## config.mk

```make
export PLATFORM = sky130hd
export DESIGN_NAME = fabric_ingress_arbiter
export DESIGN_NICKNAME = d
export VERILOG_FILES = /design/src/rtl/fabric_ingress_arbiter.sv
export SDC_FILE = /design/constraint.sdc
export NUM_CORES = 1
export LEC_CHECK = 0
export CELL_PAD_IN_SITES_DETAIL_PLACEMENT = 2
export CELL_PAD_IN_SITES_GLOBAL_PLACEMENT = 2
export CORE_MARGIN = 2
export CORE_UTILIZATION = 25
export CTS_BUF_LIST = sky130_fd_sc_hd__clkbuf_16
export CTS_CLUSTER_DIAMETER = 120
export DETAILED_ROUTE_END_ITERATION = 10
export PLACE_DENSITY = 0.65
export SYNTH_ARGS = -nofsm -noshare
export SYNTH_HDL_FRONTEND = slang
export SYNTH_SLANG_ARGS = --single-unit
```

## constraint.sdc

```tcl
create_clock -name clk -period 6.3 [get_ports clk]
set_input_delay 1.26 -clock clk [delete_from_list [all_inputs] [get_ports clk]]
set_output_delay 1.26 -clock clk [all_outputs]
set_load 0.02 [all_outputs]
```

## src/rtl/fabric_ingress_arbiter.sv

```systemverilog
// Frame-granular round-robin tready steering of NUM_PORTS RX streams onto one fabric datapath; grant 1 cycle after request.
// A frame holds its grant through any stall; one dead cycle between frames; oversize frames drain regardless of dst_ready.
module fabric_ingress_arbiter #(
    parameter  int NUM_PORTS       = 24,
    parameter  int MAX_FRAME_BEATS = 2500,
    localparam int IDX_WIDTH       = $clog2(NUM_PORTS)
) (
    input  logic                 clk,
    input  logic                 rst,
    input  logic [NUM_PORTS-1:0] port_en,
    input  logic [NUM_PORTS-1:0] req,
    input  logic [NUM_PORTS-1:0] req_last,
    input  logic                 dst_ready,
    output logic [NUM_PORTS-1:0] grant,
    output logic [IDX_WIDTH-1:0] grant_idx,
    output logic                 grant_valid,
    output logic                 drain,
    output logic                 oversize,
    output logic [15:0]          oversize_count
);
    localparam int                   CNT_WIDTH  = $clog2(MAX_FRAME_BEATS + 1);
    localparam logic [CNT_WIDTH-1:0] LAST_LEGAL = CNT_WIDTH'(MAX_FRAME_BEATS - 1);

    typedef enum logic [1:0] {IDLE, BUSY, DRAIN} state_t;

    state_t               state_q, state_d;
    logic [IDX_WIDTH-1:0] idx_q, idx_d, rr_q, rr_d, winner;
    logic [CNT_WIDTH-1:0] beat_q, beat_d;
    logic                 gv_q, gv_d, drain_q, drain_d, ov_q, ov_d;
    logic [15:0]          ovc_q, ovc_d;
    logic [NUM_PORTS-1:0] eligible;
    logic                 any_elig, sel_req, sel_last, fire, dfire, hit_max;

    assign eligible = req & port_en;
    assign sel_req  = req[idx_q];
    assign sel_last = req_last[idx_q];
    assign fire     = gv_q & sel_req & dst_ready;
    assign dfire    = drain_q & sel_req;
    assign hit_max  = (beat_q == LAST_LEGAL);

    // Scan farthest-first so the port nearest after rr_q overwrites and wins.
    always_comb begin
        winner   = rr_q;
        any_elig = 1'b0;
        for (int i = NUM_PORTS; i >= 1; i--) begin
            if (eligible[IDX_WIDTH'((int'(rr_q) + i) % NUM_PORTS)]) begin
                winner   = IDX_WIDTH'((int'(rr_q) + i) % NUM_PORTS);
                any_elig = 1'b1;
            end
        end
    end

    always_ff @(posedge clk or posedge rst) begin
        if (rst) begin
            state_q <= IDLE;
        end else begin
            state_q <= state_d;
        end
    end

    always_comb begin
        state_d = state_q;
        case (state_q)
            IDLE:    if (any_elig) state_d = BUSY;
            BUSY: begin
                if (fire) begin
                    if (sel_last) begin
                        state_d = IDLE;
                    end else if (hit_max) begin
                        state_d = DRAIN;
                    end
                end
            end
            DRAIN:   if (dfire && sel_last) state_d = IDLE;
            default: state_d = IDLE;
        endcase
    end

    // Last on the max beat takes the normal end-of-frame path, never oversize.
    always_comb begin
        idx_d   = idx_q;
        rr_d    = rr_q;
        beat_d  = beat_q;
        ov_d    = 1'b0;
        ovc_d   = ovc_q;
        gv_d    = (state_d == BUSY);
        drain_d = (state_d == DRAIN);
        case (state_q)
            IDLE: begin
                if (any_elig) begin
                    idx_d  = winner;
                    rr_d   = winner;
                    beat_d = '0;
                end
            end
            BUSY: begin
                if (fire) begin
                    beat_d = beat_q + CNT_WIDTH'(1);
                    if (!sel_last && hit_max) begin
                        ov_d = 1'b1;
                        if (ovc_q != 16'hFFFF) ovc_d = ovc_q + 16'd1;
                    end
                end
            end
            default: ;
        endcase
    end

    always_ff @(posedge clk or posedge rst) begin
        if (rst) begin
            idx_q   <= '0;
            rr_q    <= IDX_WIDTH'(NUM_PORTS - 1);
            beat_q  <= '0;
            gv_q    <= 1'b0;
            drain_q <= 1'b0;
            ov_q    <= 1'b0;
            ovc_q   <= '0;
        end else begin
            idx_q   <= idx_d;
            rr_q    <= rr_d;
            beat_q  <= beat_d;
            gv_q    <= gv_d;
            drain_q <= drain_d;
            ov_q    <= ov_d;
            ovc_q   <= ovc_d;
        end
    end

    always_comb begin
        grant = '0;
        if (state_q != IDLE) grant[idx_q] = 1'b1;
    end

    assign grant_idx      = idx_q;
    assign grant_valid    = gv_q;
    assign drain          = drain_q;
    assign oversize       = ov_q;
    assign oversize_count = ovc_q;
endmodule

```

==> impl_metrics.toml, run 1 <==
[worst_setup_path]
critPathMaxFanout = 12
worstSetupPathType = "reg2reg"
critPathArrivalTime_ns = 5.78
startpoint_type = "flip-flop"
end_kind = "flip-flop"
required_ns = 6.47

[sta]
max-slew-margin-rel = 0.329
tightest_slew_ns = 0.978
setup_ws_ns = 0.688
hold_viol_final = 0
grt_setup_unrepaired = "false"
fin_setup_tns_ns = 0
drv_slew = 0
whs_ns = 0.497
setup_viol_count_final = 0
fmax_ghz = 0.178
skew_ns = 0.00727
finalCriticalPeriod_ns = 5.61
finalCritPeriodShare = 0.891

[die]
ios = 123
row_count = 73
die_h_um = 205
coreArea_um2 = 39700
die_w_um = 205
start_util = 0.253
die_area_um2 = 41800

[drt]
drt_iter0_drc = 539
drtAntennaViolNets = 0
wl_per_cell_um = 24.4
route.detailed.drc = 0
first_pass_iters = 5
wl_mm = 47.3
drt-vias-per-instance = 5.85
route.vias.total = 11350

[placement]
dp_hpwl_mm = 38.6
gp_congestion = 0.924
port_buffers = 122
place_ws_ns = 0.766
dp.cells = 1931

[synthesis]
yosys_most_used_dff = "dfrtp_1"
synthDistinctLibCells = 117
postSynth.asyncResetShare = 1.00
synth_seq_cells = 42
avgSynthCellArea_um2 = 7.64
ys_warn_count = 0
syn-num-nets = 1438
syn_area_um2 = 10100
seq_area_frac_synth = 0.105
syn_inst = 1317
synth_edf_count = 0

[min_path]
min_path_type = "reg2reg"

[clock_tree]
hold_buffers = 0
clk_pin_slew_worst_paths_ns = 0.06
insertion_delay_ns = 0.29
cts_tree = "done"
cts-buffers-inserted = 5
root_buffer = "clkbuf_16"
postCtsSetupBuffers = 0
clockBufferDepth = 2
ctsHtreeMaxLevel = 2
clkSinkCount = 42
cts-resized-gates = 0

[global_routing]
grt_pass1_vias = 12137
antenna_found_initial = 0
grt_max_degree = 64
overflow = 0
track_usage = 0.224
grt_pass1_wl_mm = 72.8

[finish]
fillCellCount = 4629
drive_gt1_frac = 0.138
antennaDiodeCount = 0
area_growth_pct = 19.0
fin_nets = 1534
instances_no_fill = 1939

[run_status]
status = "finished, final reports clean"

[flow_run]
cap_violations = 0
## Yosys cell counts, drive strengths merged, types with 11 or more instances
master / number / area (µm²)
o21a: 19 / 143
a31oi: 13 / 87.6
nor2: 107 / 429
or3: 11 / 68.8
buf: 53 / 384
nand3b: 14 / 105
ha: 46 / 576
nand4: 21 / 138
xnor2: 37 / 373
or2: 15 / 93.8
o221ai: 11 / 96.3
a211oi: 21 / 163
inv: 38 / 143
nand2: 118 / 445
nor3: 38 / 200
nor4: 15 / 124
xor2: 18 / 158
dfrtp: 38 / 951
mux2i: 27 / 283
o21ai: 75 / 383
o31ai: 20 / 165
mux4: 33 / 743
nor2b: 32 / 200
and2: 16 / 100
clkbuf: 32 / 120
and3: 14 / 87.6
a21oi: 79 / 440
a21o: 18 / 136
nand2b: 32 / 200
mux2: 12 / 139
o211ai: 30 / 225
nand3: 81 / 405
## metal layers
metal	share of wire	up-vias	wire length [µm]	GRT usage
met4	0.033	0	1570	0.0704
met3	0.053	77	2490	0.0336
met1	0.46	5754	21600	0.298
met5	0	-	0	0
met2	0.46	293	21700	0.372
li1	-	5226	-	-
## critical path: stages (launching register included)
cell and delay [ns]:
dfstp_2 0.39, inv_1 0.36, ha_1 0.60, nand2b_1 0.11, buf_4 0.20, a21oi_2 0.26
inv_2 0.08, ha_1 0.30, nor4b_1 0.57, o21ai_0 0.20, o31a_1 0.17, o31a_1 0.40
nor4_4 0.22, nand3_1 0.18, or4_1 0.71, o21a_1 0.35, buf_4 0.25, nor2_2 0.10
nor2_1 0.05
## logic make-up (layout without fill, tap and decap cells)
| family | after synthesis | in the layout | share of synthesized area |
|---|---|---|---|
| AOI/OAI and AO/OA | 420 | 420 | 0.306 |
| xor gates and xnor gates | 55 | 55 | 0.0527 |
| adders and majority gates | 47 | 47 | 0.0582 |
| buffers and inverters | 125 | 222 | 0.0651 |
| DFF | 42 | 42 | 0.105 |
| muxes | 72 | 72 | 0.116 |
| and+or+nand+nor | 556 | 556 | 0.297 |
## cell type report
class | count | area, µm² | area share
clock inverter | 3 | 17.5 | 0.00146
tap | 525 | 657 | 0.0549
sequential | 42 | 1060 | 0.0884
clock buffer | 5 | 125 | 0.0105
timing repair buffer | 174 | 1610 | 0.135
multi-input combinational | 1150 | 8350 | 0.698
inverter | 40 | 150 | 0.0125
## layout by cell type, fill, tap and decap left out, drive strengths merged, types with 12 or more instances in the layout
master	instances
a21oi	79
nor2b	32
buf	52
nor3	38
inv	38
xor2	18
mux2i	27
a21o	18
nor2	107
o211ai	30
nand2b	32
nor4	15
ha	46
dfrtp	38
o21a	19
o31ai	20
nand4	21
mux4	33
and3	14
nand3b	14
a31oi	13
xnor2	37
mux2	12
a211oi	21
o21ai	75
clkdlybuf4s50	122
and2	16
nand3	81
nand2	118
or2	15
## final timing paths
path	startpoint	to	slack, ns	depth (start not counted)
setup / recovery	rr_q[2]	grant_idx[4]	0.69	18
min in group asynchronous	rst	oversize_count[5]	1.42	3
setup reg to reg	rr_q[2]	grant_idx[4]	0.69	18
max in group asynchronous	rst	grant_idx[3]	4.45	3
hold / removal	oversize_count[9]	oversize_count[9]	0.50	1
hold reg to reg	oversize_count[9]	oversize_count[9]	0.50	1
## per-stage QoR
stage           util  cell area, µm²
2_1_floorplan      -           10100
3_3_place_gp   0.298           11800
3_5_place_dp   0.298           11800
4_1_cts        0.301           12000
5_1_grt        0.301           12000
6_report       0.301           12000
## state kept, by name (all words and copies together) (netlist names)
name,flops
oversize_count,16
beat_q,12
grant_idx,5
rr_q,4
state_q,2
drain,1
grant_valid,1
oversize,1
Power of run 1 is left out: the tool's default activity adds up to more than one toggle a clock period on the data nets, which glitch-free logic cannot reach.
==> inputs of run 2 (changes only) <==
--- a/config.mk
+++ b/config.mk
@@ -12,7 +12,7 @@
 export CTS_BUF_LIST = sky130_fd_sc_hd__clkbuf_16
 export CTS_CLUSTER_DIAMETER = 120
 export DETAILED_ROUTE_END_ITERATION = 10
-export PLACE_DENSITY = 0.65
+export PLACE_DENSITY_LB_ADDON = 0.1
 export SYNTH_ARGS = -nofsm -noshare
 export SYNTH_HDL_FRONTEND = slang
 export SYNTH_SLANG_ARGS = --single-unit
==> impl_metrics.toml, run 2 (synthesis results as in run 1) <==
[run_status]
status = "finished, final reports clean"

[clock_tree]
insertion_delay_ns = 0.30
clockBufferDepth = 2
root_buffer = "clkbuf_16"
clk_pin_slew_worst_paths_ns = 0.07
cts-resized-gates = 0
clkSinkCount = 42
cts_tree = "done"
hold_buffers = 0
cts-buffers-inserted = 5
postCtsSetupBuffers = 0
ctsHtreeMaxLevel = 2

[die]
coreArea_um2 = 39700
die_area_um2 = 41800
ios = 123
start_util = 0.253
die_h_um = 205
die_w_um = 205
row_count = 73

[sta]
grt_setup_unrepaired = "false"
finalCriticalPeriod_ns = 5.68
setup_viol_count_final = 0
tightest_slew_ns = 0.973
fmax_ghz = 0.176
finalCritPeriodShare = 0.902
max-slew-margin-rel = 0.347
drv_slew = 0
skew_ns = 0.0123
fin_setup_tns_ns = 0
hold_viol_final = 0
whs_ns = 0.495

[placement]
port_buffers = 122
dp_hpwl_mm = 39.0
dp.cells = 1930
gp_congestion = 0.900

[drt]
first_pass_iters = 4
wl_mm = 48.3
drt-vias-per-instance = 5.79
drt_iter0_drc = 517
route.vias.total = 11215
wl_per_cell_um = 24.9
route.detailed.drc = 0
drtAntennaViolNets = 0

[worst_setup_path]
critPathSlowestCell = "or4_1"
critPathMaxStageDelay_ns = 0.69
end_kind = "flip-flop"
crit_family = "simple AND/OR/NAND/NOR gates"
critPathArrivalTime_ns = 5.89
path_cells = "inv_1 -> buf_4 -> ha_1 -> nand2b_1 -> a21oi_2 -> inv_2 -> ha_1 -> nor4b_1 -> o21ai_0 -> o31a_1 -> o31a_1 -> nor4_4 -> nand3_1 -> or4_1 -> o21a_1 -> buf_4 -> o21ai_0"
startpoint_type = "flip-flop"
crit_buf_inv = 4
critPathMaxFanout = 12
worstSetupPathType = "reg2reg"
required_ns = 6.51

[finish]
final_cell_mix = "clkdlybuf4s50_1 (122), nand2_1 (117), nor2_1 (96)"
drive_gt1_frac = 0.138
fin_nets = 1533
instances_no_fill = 1938
area_growth_pct = 19.1
antennaDiodeCount = 0
final_common_cell = "clkdlybuf4s50_1"
largest_reg_flops = 16

[global_routing]
track_usage = 0.231
antenna_found_initial = 0
gr-usage-met1 = 0.322
grt_pass1_wl_mm = 74.5
grt_util_met2 = 0.364
overflow = 0
grt_max_degree = 66
use_met3 = 0.0418
grt_pass1_vias = 11942
busiest_layer = "met2"

[min_path]
min_path_type = "reg2reg"

[flow_run]
cap_violations = 0
-- run 2: cell types whose count changed in the layout (fill, tap and decap cells not counted) --
cell | before | now
buf_12 | 0 | 1
inv_1 | 33 | 32
inv_6 | 0 | 1
clkinv_4 | 1 | 0
clkinv_2 | 1 | 0
clkinvlp_4 | 0 | 2
buf_4 | 52 | 50
-- run 2: metrics by stage --
step / utilization / setup WS, ns / cell area [µm²]
floorplan: - / 0.854 / 10100
global placement: 0.298 / 0.800 / 11800
detailed placement: 0.298 / 0.698 / 11800
CTS: 0.301 / 0.644 / 12000
global route: 0.301 / 0.265 / 12000
finish: 0.301 / 0.618 / 12000
-- run 2: cell type report --
| type | instances | area [µm²] |
|---|---|---|
| clock buffer | 5 | 125 |
| clock inverter | 3 | 23.8 |
| fill | 4670 | 27800 |
| inverter | 40 | 150 |
| multi-input combinational | 1150 | 8350 |
| sequential | 42 | 1060 |
| tap | 525 | 657 |
| timing repair buffer | 173 | 1620 |
-- run 2: final timing paths --
check	startpoint	endpoint	depth (start not counted)	slack, ns
min	oversize_count[6]	oversize_count[6]	1	0.50
min reg2reg	oversize_count[6]	oversize_count[6]	1	0.50
max	rr_q[1]	beat_q[1]	17	0.62
min in group asynchronous	rst	oversize_count[13]	3	1.42
max reg2reg	rr_q[1]	beat_q[1]	17	0.62
max in group asynchronous	rst	grant_idx[3]	3	4.44
-- run 2: per-layer routing --
layer	routed length [µm]	vias to the layer above
li1	-	5230
met1	23400	5665
met2	21400	265
met3	2260	55
met4	1260	0
met5	0	-
Power of run 2 is left out for the same reason.
==> inputs of run 3 (changes only) <==
--- a/config.mk
+++ b/config.mk
@@ -5,7 +5,7 @@
 export SDC_FILE = /design/constraint.sdc
 export NUM_CORES = 1
 export LEC_CHECK = 0
-export CELL_PAD_IN_SITES_DETAIL_PLACEMENT = 2
+export CELL_PAD_IN_SITES_DETAIL_PLACEMENT = 1
 export CELL_PAD_IN_SITES_GLOBAL_PLACEMENT = 2
 export CORE_MARGIN = 2
 export CORE_UTILIZATION = 25
==> constraint.sdc (replaced) <==
create_clock -name clk -period 5.7 [get_ports clk]
set_input_delay 1.14 -clock clk [delete_from_list [all_inputs] [get_ports clk]]
set_output_delay 1.14 -clock clk [all_outputs]
set_load 0.02 [all_outputs]
==> impl_metrics.toml, run 3 (synthesis results as in run 1) <==
[finish]
area_growth_pct = 20.8
final_common_cell = "clkdlybuf4s50_1"
antennaDiodeCount = 0
fin_nets = 1555
instances_no_fill = 1960
largest_reg_flops = 16
utilization = 0.306
drive_gt1_frac = 0.153
final_cell_mix = "clkdlybuf4s50_1 (122), nand2_1 (117), nor2_1 (96)"

[global_routing]
grt_pass1_vias = 11532
grt_pass1_wl_mm = 71.8
antenna_found_initial = 0
grt_max_degree = 64
overflow = 0
track_usage = 0.223

[worst_setup_path]
startpoint_type = "flip-flop"
cp-startpoint = "grant_idx[3]"
cp_num_cells = 16
crit_family = "compound AO/OA/AOI/OAI gates"
crit_buf_inv = 2
critPathMaxFanout = 17
r2r_slack_ns = 0.38
path_cells = "inv_2 -> ha_1 -> a21oi_1 -> inv_1 -> ha_1 -> nand2b_1 -> o41ai_1 -> nor2_1 -> a32oi_1 -> nand3_1 -> mux2_2 -> a211oi_1 -> o211ai_1 -> o21ai_1 -> nand3_1 -> xnor2_1"
timing.rr.start = "grant_idx[3]"
required_ns = 5.90
r2r_cells = 16
end_kind = "flip-flop"
critPathMaxStageDelay_ns = 0.60
worstSetupPathType = "reg2reg"
timing.rr.end = "rr_q[0]"
critPathArrivalTime_ns = 5.52
critPathSlowestCell = "dfrtp_2"

[min_path]
min_to = "oversize_count[6]"
hold_depth = 1
hold_start = "oversize_count[6]"
min_path_type = "reg2reg"

[die]
start_util = 0.253
row_count = 73
die_area_um2 = 41800
coreArea_um2 = 39700
ios = 123
die_w_um = 205
die_h_um = 205

[flow_run]
cap_violations = 0

[clock_tree]
postCtsSetupBuffers = 0
cts-buffers-inserted = 5
clockBufferDepth = 2
hold_buffers = 0
cts-resized-gates = 0
root_buffer = "clkbuf_16"
clkSinkCount = 42
clk_pin_slew_worst_paths_ns = 0.07
cts_tree = "done"
insertion_delay_ns = 0.29
ctsHtreeMaxLevel = 2

[drt]
route.detailed.drc = 0
first_pass_iters = 5
drt_iter0_drc = 604
wl_mm = 46.9
drt-vias-per-instance = 5.70
wl_per_cell_um = 23.9
route.vias.total = 11169
drtAntennaViolNets = 0

[sta]
skew_ns = 0.0113
hold_viol_final = 0
tightest_slew_ns = 0.921
fmax_ghz = 0.188
setup_viol_count_final = 0
grt_setup_unrepaired = "false"
fin_setup_tns_ns = 0
drv_slew = 0
whs_ns = 0.499
finalCriticalPeriod_ns = 5.32
max-slew-margin-rel = 0.380
finalCritPeriodShare = 0.934

[placement]
gp_congestion = 0.896
dp.cells = 1952
port_buffers = 122
dp_hpwl_mm = 38.3

[run_status]
status = "finished, final reports clean"
==> run 3: cell count changes in the layout (fill, tap and decap cells not counted), sizes merged <==
| cell | before | now |
|---|---|---|
| clkinv | 3 | 5 |
| inv | 38 | 37 |
| clkinvlp | 2 | 1 |
| buf | 51 | 73 |
==> run 3: area by class of cell <==
cell class                 count  area (µm²)
sequential                    42        1060
clock buffer                   5         125
timing repair buffer         195        1780
fill                        4833       27600
multi-input combinational   1150        8360
clock inverter                 3        21.3
tap                          525         657
inverter                      40         150
==> run 3: layer usage <==
metal,part of all wire,global-route usage,vias to the layer above
met5,0,0,-
met4,0.022,0.0487,0
met3,0.042,0.0240,39
met2,0.45,0.360,266
met1,0.49,0.319,5576
li1,-,-,5288
==> run 3: worst max path at each step <==
stage | to | slack, ns
after global routing | rr_q[0] | 0.05
after floorplan | grant_idx[1] | 0.25
final | rr_q[0] | 0.38
after global placement | grant_idx[4] | 0.40
after detailed placement | grant_idx[4] | 0.36
after CTS | grant_idx[4] | 0.36
==> run 3: per-stage QoR <==
step / setup WS, ns / area (µm²)
2_1_floorplan: 0.254 / 10100
3_3_place_gp: 0.405 / 12000
5_1_grt: 0.0510 / 12200
3_5_place_dp: 0.363 / 12000
6_report: 0.377 / 12200
4_1_cts: 0.359 / 12100
Power of run 3 is left out for the same reason.
